--- src/rtl/weight_stream_loader_if.sv ---
// rtl/weight_stream_loader_if.sv - weight-store read port and weight-load beat bus
// master = loader side, slave = store/main_net side.
interface weight_stream_loader_if #(
  parameter int DATA_WIDTH           = 32,
  parameter int LAYER_WIDTH          = 2,
  parameter int WEIGHT_COUNTER_WIDTH = 11
);
  logic                            o_mem_rd_en;
  logic [WEIGHT_COUNTER_WIDTH-1:0] o_mem_rd_addr;
  logic [DATA_WIDTH-1:0]           i_mem_rd_data;
  logic                            o_weight_valid;
  logic [LAYER_WIDTH-1:0]          o_weight_layer;
  logic [WEIGHT_COUNTER_WIDTH-1:0] o_weight_addr;
  logic [DATA_WIDTH-1:0]           o_weight;

  modport master (
    output o_mem_rd_en, o_mem_rd_addr,
    input  i_mem_rd_data,
    output o_weight_valid, o_weight_layer, o_weight_addr, o_weight
  );

  modport slave (
    input  o_mem_rd_en, o_mem_rd_addr,
    output i_mem_rd_data,
    input  o_weight_valid, o_weight_layer, o_weight_addr, o_weight
  );
endinterface

--- src/rtl/weight_stream_loader.sv ---
// rtl/weight_stream_loader.sv - streams a flat weight store into main_net, layer by layer
// Reads hidden-1, hidden-2, output weights with a one-cycle gap between layers, then pulses done.
module weight_stream_loader #(
  parameter int DATA_WIDTH                    = 32,
  parameter int LAYER_WIDTH                   = 2,
  parameter int NUMBER_OF_INPUT_NODE          = 2,
  parameter int NUMBER_OF_HIDDEN_NODE_LAYER_1 = 32,
  parameter int NUMBER_OF_HIDDEN_NODE_LAYER_2 = 32,
  parameter int NUMBER_OF_OUTPUT_NODE         = 3,
  parameter int WEIGHT_COUNTER_WIDTH          = 11
) (
  input  logic                  clk,
  input  logic                  rst,
  input  logic                  i_start,
  output logic                  o_busy,
  output logic                  o_load_done,
  weight_stream_loader_if.master bus
);
  localparam int CW    = WEIGHT_COUNTER_WIDTH;
  localparam int L1    = NUMBER_OF_HIDDEN_NODE_LAYER_1 * (NUMBER_OF_INPUT_NODE + 1);
  localparam int L2    = NUMBER_OF_HIDDEN_NODE_LAYER_2 * (NUMBER_OF_HIDDEN_NODE_LAYER_1 + 1);
  localparam int L3    = NUMBER_OF_OUTPUT_NODE * (NUMBER_OF_HIDDEN_NODE_LAYER_2 + 1);
  localparam int TOTAL = L1 + L2 + L3;

  localparam logic [CW-1:0] L1_LAST = CW'(L1 - 1);
  localparam logic [CW-1:0] L2_LAST = CW'(L2 - 1);
  localparam logic [CW-1:0] L3_LAST = CW'(L3 - 1);
  localparam logic [CW-1:0] BASE2   = CW'(L1);
  localparam logic [CW-1:0] BASE3   = CW'(L1 + L2);

  localparam logic [LAYER_WIDTH-1:0] LAYER_NONE = '0;
  localparam logic [LAYER_WIDTH-1:0] LAYER_H1   = LAYER_WIDTH'(1);
  localparam logic [LAYER_WIDTH-1:0] LAYER_H2   = LAYER_WIDTH'(2);
  localparam logic [LAYER_WIDTH-1:0] LAYER_OUT  = LAYER_WIDTH'(3);

  generate
    if (TOTAL > (1 << CW)) begin : g_size_check
      $error("weight store of %0d words does not fit a %0d-bit address", TOTAL, CW);
    end
  endgenerate

  typedef enum logic [2:0] {IDLE, RD_L1, GAP1, RD_L2, GAP2, RD_L3, DRAIN, DONE} state_t;

  state_t                  r_state;
  logic [CW-1:0]           r_cnt;
  logic                    r_rd_en;
  logic [CW-1:0]           r_rd_addr;
  logic [LAYER_WIDTH-1:0]  r_rd_layer;
  logic                    r_busy;
  logic                    r_done;

  logic                    r_s1_valid;
  logic [LAYER_WIDTH-1:0]  r_s1_layer;
  logic [CW-1:0]           r_s1_addr;
  logic                    r_valid;
  logic [LAYER_WIDTH-1:0]  r_layer;
  logic [CW-1:0]           r_addr;
  logic [DATA_WIDTH-1:0]   r_data;

  // Read-side FSM; r_rd_* describe the read issued in the current cycle.
  always_ff @(posedge clk or posedge rst) begin
    if (rst) begin
      r_state    <= IDLE;
      r_cnt      <= '0;
      r_rd_en    <= 1'b0;
      r_rd_addr  <= '0;
      r_rd_layer <= LAYER_NONE;
      r_busy     <= 1'b0;
      r_done     <= 1'b0;
    end else begin
      r_done <= 1'b0;
      case (r_state)
        IDLE: begin
          // r_done still high here means this is the done cycle: start is ignored.
          if (i_start && !r_done) begin
            r_state    <= RD_L1;
            r_busy     <= 1'b1;
            r_cnt      <= '0;
            r_rd_en    <= 1'b1;
            r_rd_addr  <= '0;
            r_rd_layer <= LAYER_H1;
          end
        end
        RD_L1: begin
          if (r_cnt == L1_LAST) begin
            r_state    <= GAP1;
            r_cnt      <= '0;
            r_rd_en    <= 1'b0;
            r_rd_layer <= LAYER_NONE;
          end else begin
            r_cnt     <= r_cnt + 1'b1;
            r_rd_addr <= r_rd_addr + 1'b1;
          end
        end
        GAP1: begin
          r_state    <= RD_L2;
          r_rd_en    <= 1'b1;
          r_rd_addr  <= BASE2;
          r_rd_layer <= LAYER_H2;
        end
        RD_L2: begin
          if (r_cnt == L2_LAST) begin
            r_state    <= GAP2;
            r_cnt      <= '0;
            r_rd_en    <= 1'b0;
            r_rd_layer <= LAYER_NONE;
          end else begin
            r_cnt     <= r_cnt + 1'b1;
            r_rd_addr <= r_rd_addr + 1'b1;
          end
        end
        GAP2: begin
          r_state    <= RD_L3;
          r_rd_en    <= 1'b1;
          r_rd_addr  <= BASE3;
          r_rd_layer <= LAYER_OUT;
        end
        RD_L3: begin
          if (r_cnt == L3_LAST) begin
            r_state    <= DRAIN;
            r_cnt      <= '0;
            r_rd_en    <= 1'b0;
            r_rd_layer <= LAYER_NONE;
          end else begin
            r_cnt     <= r_cnt + 1'b1;
            r_rd_addr <= r_rd_addr + 1'b1;
          end
        end
        DRAIN: r_state <= DONE;
        DONE: begin
          r_state <= IDLE;
          r_busy  <= 1'b0;
          r_done  <= 1'b1;
        end
        default: r_state <= IDLE;
      endcase
    end
  end

  // Tag and address ride two stages so they line up with the registered store data.
  always_ff @(posedge clk or posedge rst) begin
    if (rst) begin
      r_s1_valid <= 1'b0;
      r_s1_layer <= LAYER_NONE;
      r_s1_addr  <= '0;
      r_valid    <= 1'b0;
      r_layer    <= LAYER_NONE;
      r_addr     <= '0;
      r_data     <= '0;
    end else begin
      r_s1_valid <= r_rd_en;
      r_s1_layer <= r_rd_layer;
      r_s1_addr  <= r_cnt;
      r_valid    <= r_s1_valid;
      r_layer    <= r_s1_valid ? r_s1_layer : LAYER_NONE;
      r_addr     <= r_s1_valid ? r_s1_addr : '0;
      r_data     <= r_s1_valid ? bus.i_mem_rd_data : '0;
    end
  end

  assign bus.o_mem_rd_en    = r_rd_en;
  assign bus.o_mem_rd_addr  = r_rd_addr;
  assign bus.o_weight_valid = r_valid;
  assign bus.o_weight_layer = r_layer;
  assign bus.o_weight_addr  = r_addr;
  assign bus.o_weight       = r_data;
  assign o_busy             = r_busy;
  assign o_load_done        = r_done;
endmodule

--- src/flat_wrapper.sv ---
// flat-port wrapper written by rule: the top's interface ports become plain ports
module weight_stream_loader_flat 
#(
  parameter int DATA_WIDTH                    = 32,
  parameter int LAYER_WIDTH                   = 2,
  parameter int NUMBER_OF_INPUT_NODE          = 2,
  parameter int NUMBER_OF_HIDDEN_NODE_LAYER_1 = 32,
  parameter int NUMBER_OF_HIDDEN_NODE_LAYER_2 = 32,
  parameter int NUMBER_OF_OUTPUT_NODE         = 3,
  parameter int WEIGHT_COUNTER_WIDTH          = 11
)
  (clk, rst, i_start, o_busy, o_load_done, bus_o_mem_rd_en, bus_o_mem_rd_addr, bus_i_mem_rd_data, bus_o_weight_valid, bus_o_weight_layer, bus_o_weight_addr, bus_o_weight);
  weight_stream_loader_if #(.DATA_WIDTH(DATA_WIDTH), .LAYER_WIDTH(LAYER_WIDTH), .WEIGHT_COUNTER_WIDTH(WEIGHT_COUNTER_WIDTH)) bus_i ();
  input  logic clk;
  input  logic rst;
  input  logic i_start;
  output logic o_busy;
  output logic o_load_done;
  output wire logic [$bits(bus_i.o_mem_rd_en)-1:0] bus_o_mem_rd_en;
  output wire logic [$bits(bus_i.o_mem_rd_addr)-1:0] bus_o_mem_rd_addr;
  input wire logic [$bits(bus_i.i_mem_rd_data)-1:0] bus_i_mem_rd_data;
  output wire logic [$bits(bus_i.o_weight_valid)-1:0] bus_o_weight_valid;
  output wire logic [$bits(bus_i.o_weight_layer)-1:0] bus_o_weight_layer;
  output wire logic [$bits(bus_i.o_weight_addr)-1:0] bus_o_weight_addr;
  output wire logic [$bits(bus_i.o_weight)-1:0] bus_o_weight;
  assign bus_o_mem_rd_en = bus_i.o_mem_rd_en;
  assign bus_o_mem_rd_addr = bus_i.o_mem_rd_addr;
  assign bus_i.i_mem_rd_data = bus_i_mem_rd_data;
  assign bus_o_weight_valid = bus_i.o_weight_valid;
  assign bus_o_weight_layer = bus_i.o_weight_layer;
  assign bus_o_weight_addr = bus_i.o_weight_addr;
  assign bus_o_weight = bus_i.o_weight;
  weight_stream_loader #(.DATA_WIDTH(DATA_WIDTH), .LAYER_WIDTH(LAYER_WIDTH), .NUMBER_OF_INPUT_NODE(NUMBER_OF_INPUT_NODE), .NUMBER_OF_HIDDEN_NODE_LAYER_1(NUMBER_OF_HIDDEN_NODE_LAYER_1), .NUMBER_OF_HIDDEN_NODE_LAYER_2(NUMBER_OF_HIDDEN_NODE_LAYER_2), .NUMBER_OF_OUTPUT_NODE(NUMBER_OF_OUTPUT_NODE), .WEIGHT_COUNTER_WIDTH(WEIGHT_COUNTER_WIDTH)) u_core (.clk(clk), .rst(rst), .i_start(i_start), .o_busy(o_busy), .o_load_done(o_load_done), .bus(bus_i));
endmodule
--- config.mk ---
export PLATFORM = sky130hd
export DESIGN_NAME = weight_stream_loader_flat
export DESIGN_NICKNAME = d
export VERILOG_FILES = /design/src/rtl/weight_stream_loader_if.sv /design/src/rtl/weight_stream_loader.sv /design/src/flat_wrapper.sv
export SDC_FILE = /design/constraint.sdc
export NUM_CORES = 1
export LEC_CHECK = 0
export BUFFER_PORTS_ARGS = -buffer_cell sky130_fd_sc_hd__buf_4
export CAP_MARGIN = 40
export CORE_AREA = 2 2 84 86
export DETAILED_ROUTE_END_ITERATION = 8
export DIE_AREA = 0 0 86 88
export PLACE_DENSITY_LB_ADDON = 0.3
export SYNTH_ARGS = -nofsm -noshare
export SYNTH_HDL_FRONTEND = slang
export SYNTH_SLANG_ARGS = --single-unit
--- constraint.sdc ---
create_clock -name clk -period 6.9 [get_ports clk]
set_input_delay 2.07 -clock clk [delete_from_list [all_inputs] [get_ports clk]]
set_output_delay 2.07 -clock clk [all_outputs]
set_load 0.01 [all_outputs]
==> out/qor.txt, run 1 <==
Outcome: finished clean
Antenna violations before repair: 0
Vias per inst: 5.567
Worst Hold Class: flop to flop
Area of the core: 6644 µm²
Share of the synthesized area in the top cell type: 0.6177
Max Root-Sink Buffers: 2
Wirelength, routed: 7487 µm
Setup Skew: 0.008618 ns
Cell Rows: 30
Critical path capture point type: flop
CTS H-tree depth: 3
Critical path class: primary input to flop
Clock sinks: 90
Dominant cell type by area after synthesis: dfrtp_1
Initial Util: 0.5488
Layout cells sized above 1: 0.3010
Tightest Pin Transition: 0.7348 ns
Gp weighted congestion: 0.8733
1st-iter DRT viols: 137
Die Area: 7568 µm²
Post-synth EDFFs: 0
RSZ-0062 raised after global routing: false
Worst rel slew slack: 0.5101
Final hold vios: 0
Root Driver: clkbuf_8
Most frequent cell after synthesis: dfrtp_1
Final #Nets: 446
Largest net degree at the start of global routing: 71
Leakage: 0.002309 µW
Vias in the first global route: 2489
Clk slew on worst S/H paths: 0.08 ns
Top FF cell, synth: dfrtp_1
Hold WS: 0.3769 ns
HPWL Detailed: 5186 µm
Global-route wire length before repair: 12000 µm
Most common library cells after synthesis: 90 x dfrtp_1, 46 x and2_1, 19 x nand2_1
Setup TNS: 0 ns
FILL cells: 503
I/O Pins: 95
Fin crit share: 0.4898
Final ANT Viol Nets: 0
Via count of the routed design: 2739
Slew Limit Fails: 0
Total of max-cap violations: 0
Mapped Area: 3646 µm²
Main area contributors after synthesis: dfrtp_1 62%, and2_1 7.9%, nand2_1 2.0%
Skew-Pair Late Insertion Delay: 0.35 ns
Synth Net Count: 352
Die Ht: 88 µm
Setup bufs post-CTS: 0
Total gr overflow: 0
#FFs+latches synth: 90
Critical path peak fanout: 6
Area growth from synthesis to layout: 26.46%
Ys Warns: 0
Drt pass-1 iters: 4
Min cycle time layout: 3.379 ns
ANT cells: 0
Hold-critical path depth: 0
CTS buffer count: 9
Crit path launch type: primary input
Pwr Density: 187.4 nW/µm²
Endpoints failing setup: 0
Mean post-synth cell area: 11.61 µm²
Sequential-to-total area share from yosys stat: 0.6177
Port buffer count: 94
Remaining DRCs: 0
Peak Freq: 295.9 MHz
Cells after synthesis: 314
Cts hold-fix bufs: 0
Total GRT Usage: 0.2031
Maximum VDD drop: 0.09819 mV
Ys async rst share: 1.000
CTS tree: built
Post_cts resized: 0
FF-to-FF path depth: 6
Worst EP arrival: 3.62 ns
Chip width: 86 µm
WL per Instance: 15.22 µm
Required @ worst endpoint: 7.14 ns
Post-synthesis cell type count: 58
==> metal layers <==
metal	routed length, µm	GRT usage	part of all wire
met1	3243	0.2749	0.43
met2	3489	0.3150	0.47
met3	616	0.05844	0.082
met4	138	0.07504	0.018
met5	0	0	0
==> report_power, final <==
part           internal, µW  switching, µW  leakage, µW
combinational          15.4           13.9      0.00103
sequential              527          0.383      0.00120
clock                   129            178    0.0000815
==> critical path: stages <==
cell and delay, ns:
buf_4 0.08, nor2b_1 0.28, o31ai_1 0.18, a31oi_1 0.49
nand2_1 0.20, a221oi_1 0.32
==> placed cells by master, fill, tap and decap left out, types with 4 or more instances in the layout <==
master / instances
o31ai_1: 6
o21ai_0: 6
inv_1: 7
and2_1: 46
buf_4: 95
nand2_1: 19
a22o_1: 4
clkbuf_8: 9
or4_1: 4
a21oi_1: 14
and3_1: 6
nand3_1: 9
dfrtp_1: 90
a31oi_1: 8
nor2_1: 17
==> cell families after synthesis <==
| group | synth area share |
|---|---|
| compound gates | 0.1301 |
| flops | 0.6177 |
| mux | 0.003088 |
| buf+inv | 0.02437 |
| xor+xnor | 0.007208 |
| fa+ha+maj | 0.01030 |
| simple gates | 0.2073 |
==> through the flow <==
step,total power (µW),instances,worst slack [ns],util,cell area [µm²]
2_1_floorplan,547.9,314,2.495,-,3646
4_1_cts,875.0,492,3.541,0.6940,4611
3_5_place_dp,568.4,477,3.177,0.6689,4444
3_3_place_gp,565.9,475,3.273,0.6625,4402
6_report,864.2,492,3.521,0.6940,4611
5_1_grt,901.0,492,3.409,0.6940,4611
==> sequential cells by signal, indices dropped and copies added (netlist names), 2 cells and up <==
signal                     count
u_core.bus.o_mem_rd_addr      11
u_core.bus.o_weight           32
u_core.bus.o_weight_addr      11
u_core.bus.o_weight_layer      2
u_core.r_cnt                  11
u_core.r_rd_layer              2
u_core.r_s1_addr              11
u_core.r_s1_layer              2
u_core.r_state                 3
==> worst paths after layout <==
path,to,slack [ns],startpoint
max,u_core.bus.o_mem_rd_addr[6],3.52,i_start
min,u_core.r_s1_layer[1],0.38,u_core.r_rd_layer[1]
max reg2reg,u_core.r_cnt[5],4.23,u_core.r_cnt[0]
min reg2reg,u_core.r_s1_layer[1],0.38,u_core.r_rd_layer[1]
max in group asynchronous,u_core.bus.o_mem_rd_addr[0],4.54,rst
min in group asynchronous,u_core.bus.o_weight[11],1.75,rst
==> layout make-up <==
class,instances,area (µm²),area share
flip-flops and latches,90,2252,0.4885
well taps,80,100.1,0.02171
multi-input cells,202,1305,0.2830
clock inverters,6,42.54,0.009227
inverters,8,31.28,0.006784
repair buffers,97,755.7,0.1639
clock buffers,9,123.9,0.02687
Power figures use the tool's default switching activity.
==> run 2: changes to the inputs <==
Settings changed: ABC_AREA set to 1, CORE_AREA 2 2 84 86 to 2 2 88 90, DIE_AREA 0 0 86 88 to 0 0 90 92.
Clock period 6.9 ns to 3.5 ns, I/O delays scaled along.
==> out/qor.txt, run 2 <==
Slew Limit Fails: 0 (unchanged)
Largest net degree at the start of global routing: 59 (was 71)
Peak Freq: 472.4 MHz
Worst EP arrival: 1.07 ns (was 3.62 ns)
FILL cells: 627 (was 503)
Setup bufs post-CTS: 0 (unchanged)
Setup TNS: 0 ns (unchanged)
Cell breakdown of the critical path: buf_4 (was buf_4 > nor2b_1 > o31ai_1 > a31oi_1 > nand2_1 > a221oi_1)
Required @ worst endpoint: 2.45 ns (was 7.14 ns)
Share of the synthesized area in the top cell type: 0.5894 (was 0.6177)
Port buffer count: 94 (unchanged)
Leakage: 0.002769 µW (was 0.002309 µW)
Cell Rows: 32 (was 30)
CTS H-tree depth: 3 (unchanged)
Min cycle time layout: 2.117 ns
Sw frac: 0.3935 (was 0.2226)
Most common cell after layout, fill and taps aside: nand2_1 (was buf_4)
Max FFs per register: 32 (unchanged)
Post-synthesis cell type count: 27 (was 58)
Main area contributors after synthesis: dfrtp_1 59%, nand2_1 13%, inv_1 6.9% (was dfrtp_1 62%, and2_1 7.9%, nand2_1 2.0%)
Wirelength, routed: 8168 µm (was 7487 µm)
Final #Nets: 572 (was 446)
Initial Util: 0.5131 (was 0.5488)
Gp weighted congestion: 0.9229 (was 0.8733)
Mapped Area: 3821 µm² (was 3646 µm²)
CTS buffer count: 9 (unchanged)
Post-synth EDFFs: 0 (unchanged)
Skew-Pair Late Insertion Delay: 0.35 ns (about the same)
Pwr Density: 756.1 nW/µm² (was 187.4 nW/µm²)
Critical path capture point type: primary output (was flop)
WL per Instance: 12.74 µm (was 15.22 µm)
PnR worst setup slack: 1.383 ns (was 3.521 ns)
Antenna violations before repair: 0 (unchanged)
Dominant cell type by area after synthesis: dfrtp_1 (unchanged)
Final instance area: 4841 µm² (was 4611 µm²)
Top FF cell, synth: dfrtp_1 (unchanged)
R2r setup slk: 1.54 ns (was 4.23 ns)
Slowest cell on crit path: dfrtp_1 (was a31oi_1)
Multi-input logic area: 1240 µm² (was 1305 µm²)
Placed insts: 625 (was 477)
Post_cts resized: 0 (unchanged)
Remaining DRCs: 0 (unchanged)
CTS tree: built (unchanged)
Total of max-cap violations: 0 (unchanged)
Max Root-Sink Buffers: 2 (unchanged)
Root Driver: clkbuf_8 (unchanged)
Die Ht: 92 µm (was 88 µm)
Die Area: 8280 µm² (was 7568 µm²)
Fin crit share: 0.6048
Crit path max-delay family: flip-flops (was compound AO/OA/AOI/OAI gates)
Most frequent cell after synthesis: nand2_1 (was dfrtp_1)
Vias in the first global route: 3073 (was 2489)
Outcome: finished clean (unchanged)
Crit-path max cell delay: 0.53 ns (was 0.49 ns)
Final ANT Viol Nets: 0 (unchanged)
Setup Skew: 0.005759 ns (was 0.008618 ns)
Drt pass-1 iters: 5 (was 4)
Area growth from synthesis to layout: 26.69% (was 26.46%)
Tightest Pin Transition: 0.5517 ns (was 0.7348 ns)
#FFs+latches synth: 90 (unchanged)
I/O Pins: 95 (unchanged)
Total GRT Usage: 0.2106 (was 0.2031)
Mean post-synth cell area: 8.764 µm² (was 11.61 µm²)
Cts hold-fix bufs: 0 (unchanged)
Chip width: 90 µm (was 86 µm)
Clock sinks: 90 (unchanged)
Cells after synthesis: 436 (was 314)
Ys Warns: 0 (unchanged)
Crit path launch type: flop (was primary input)
Endpoints failing setup: 0 (unchanged)
1st-iter DRT viols: 120 (was 137)
Sequential-to-total area share from yosys stat: 0.5894 (was 0.6177)
CP Buf/Inv Count: 1 (unchanged)
Clk slew on worst S/H paths: 0.08 ns (about the same)
ANT cells: 0 (unchanged)
Via count of the routed design: 3124 (was 2739)
Worst rel slew slack: 0.6317 (was 0.5101)
Placed cell area: 4632 µm² (was 4444 µm²)
Worst Hold Class: flop to flop (unchanged)
Critical path class: flop to primary output (was primary input to flop)
Storage cell area: 2252 µm² (unchanged)
Vias per inst: 4.874 (was 5.567)
DP Worst Slack: 1.204 ns (was 3.177 ns)
Hold WS: 0.3909 ns (was 0.3769 ns)
Maximum VDD drop: 0.5244 mV (was 0.09819 mV)
Finished Layout Cells: 641 (was 492)
Most common library cells after synthesis: 133 x nand2_1, 90 x dfrtp_1, 70 x inv_1 (was 90 x dfrtp_1, 46 x and2_1, 19 x nand2_1)
RSZ-0062 raised after global routing: false (unchanged)
Total gr overflow: 0 (unchanged)
Commonest cells after routing, fill and taps aside: 133 x nand2_1, 95 x buf_4, 90 x dfrtp_1 (was 95 x buf_4, 90 x dfrtp_1, 46 x and2_1)
Critical path peak fanout: 9 (was 6)
Pint: 2220 µW (was 671.8 µW)
Layout cells sized above 1: 0.2468 (was 0.3010)
Net Sw Power: 1440 µW (was 192.4 µW)
Clk pwr share: 0.200 (was 0.356)
Part of the power in registers: 0.426 (was 0.610)
Final hold vios: 0 (unchanged)
HPWL Detailed: 5837 µm (was 5186 µm)
Global-route wire length before repair: 14100 µm (was 12000 µm)
Area of the core: 7447 µm² (was 6644 µm²)
Combinational share of power: 0.375 (was 0.034)
Ys async rst share: 1.000 (unchanged)
Synth Net Count: 474 (was 352)
==> run 2: final cells by class <==
| cell class | instances | share of cell area |
|---|---|---|
| multi-input cells | 263 | 0.2561 |
| well taps | 102 | 0.02636 |
| flip-flops and latches | 90 | 0.4652 |
| repair buffers | 96 | 0.1515 |
| inverters | 74 | 0.05764 |
| clock inverters | 6 | 0.01473 |
| clock buffers | 10 | 0.02843 |
==> run 2: worst paths after layout <==
path	start	end	depth (start not counted)
worst max-delay path	u_core.bus.o_mem_rd_addr[0]	bus_o_mem_rd_addr[0]	1
worst min-delay path	u_core.r_rd_layer[1]	u_core.r_s1_layer[1]	0
worst max register to register	u_core.r_cnt[0]	u_core.bus.o_mem_rd_addr[4]	8
worst min register to register	u_core.r_rd_layer[1]	u_core.r_s1_layer[1]	0
max in group asynchronous	rst	u_core.o_load_done	3
min in group asynchronous	rst	u_core.bus.o_weight[19]	2
==> run 2: per-stage QoR <==
stage               utilization  total power (µW)
global route             0.6500              3937
CTS                      0.6500              3682
detailed placement       0.6220              2949
floorplan                     -              2397
global placement         0.6220              2894
finish                   0.6500              3660
==> run 2: per-layer routing <==
metal  track usage  up-vias  wire length (µm)
met2        0.3521      128              3992
met3       0.05505       12               596
met1        0.2684     1458              3476
met5             0        -                 0
li1              -     1526                 -
met4       0.07179        0               102
==> run 2: power by group through the flow <==
stage / clock, µW / sequential (µW) / combinational [µW]
detailed placement: 0 / 1580 / 1370
global placement: 0 / 1570 / 1330
global route: 792 / 1600 / 1550
CTS: 747 / 1560 / 1380
finish: 730 / 1560 / 1370
floorplan: 0 / 1630 / 768
==> run 2: cells by family (layout without fill, tap and decap cells) <==
| kind of cell | Yosys count | in the layout | share of synthesized area |
|---|---|---|---|
| and+or+nand+nor | 224 | 224 | 0.2551 |
| DFF | 90 | 90 | 0.5894 |
| buffers and inverters | 83 | 186 | 0.08611 |
| AOI/OAI and AO/OA | 28 | 28 | 0.04126 |
| xor gates and xnor gates | 8 | 8 | 0.01834 |
| adders and majority gates | 3 | 3 | 0.009824 |
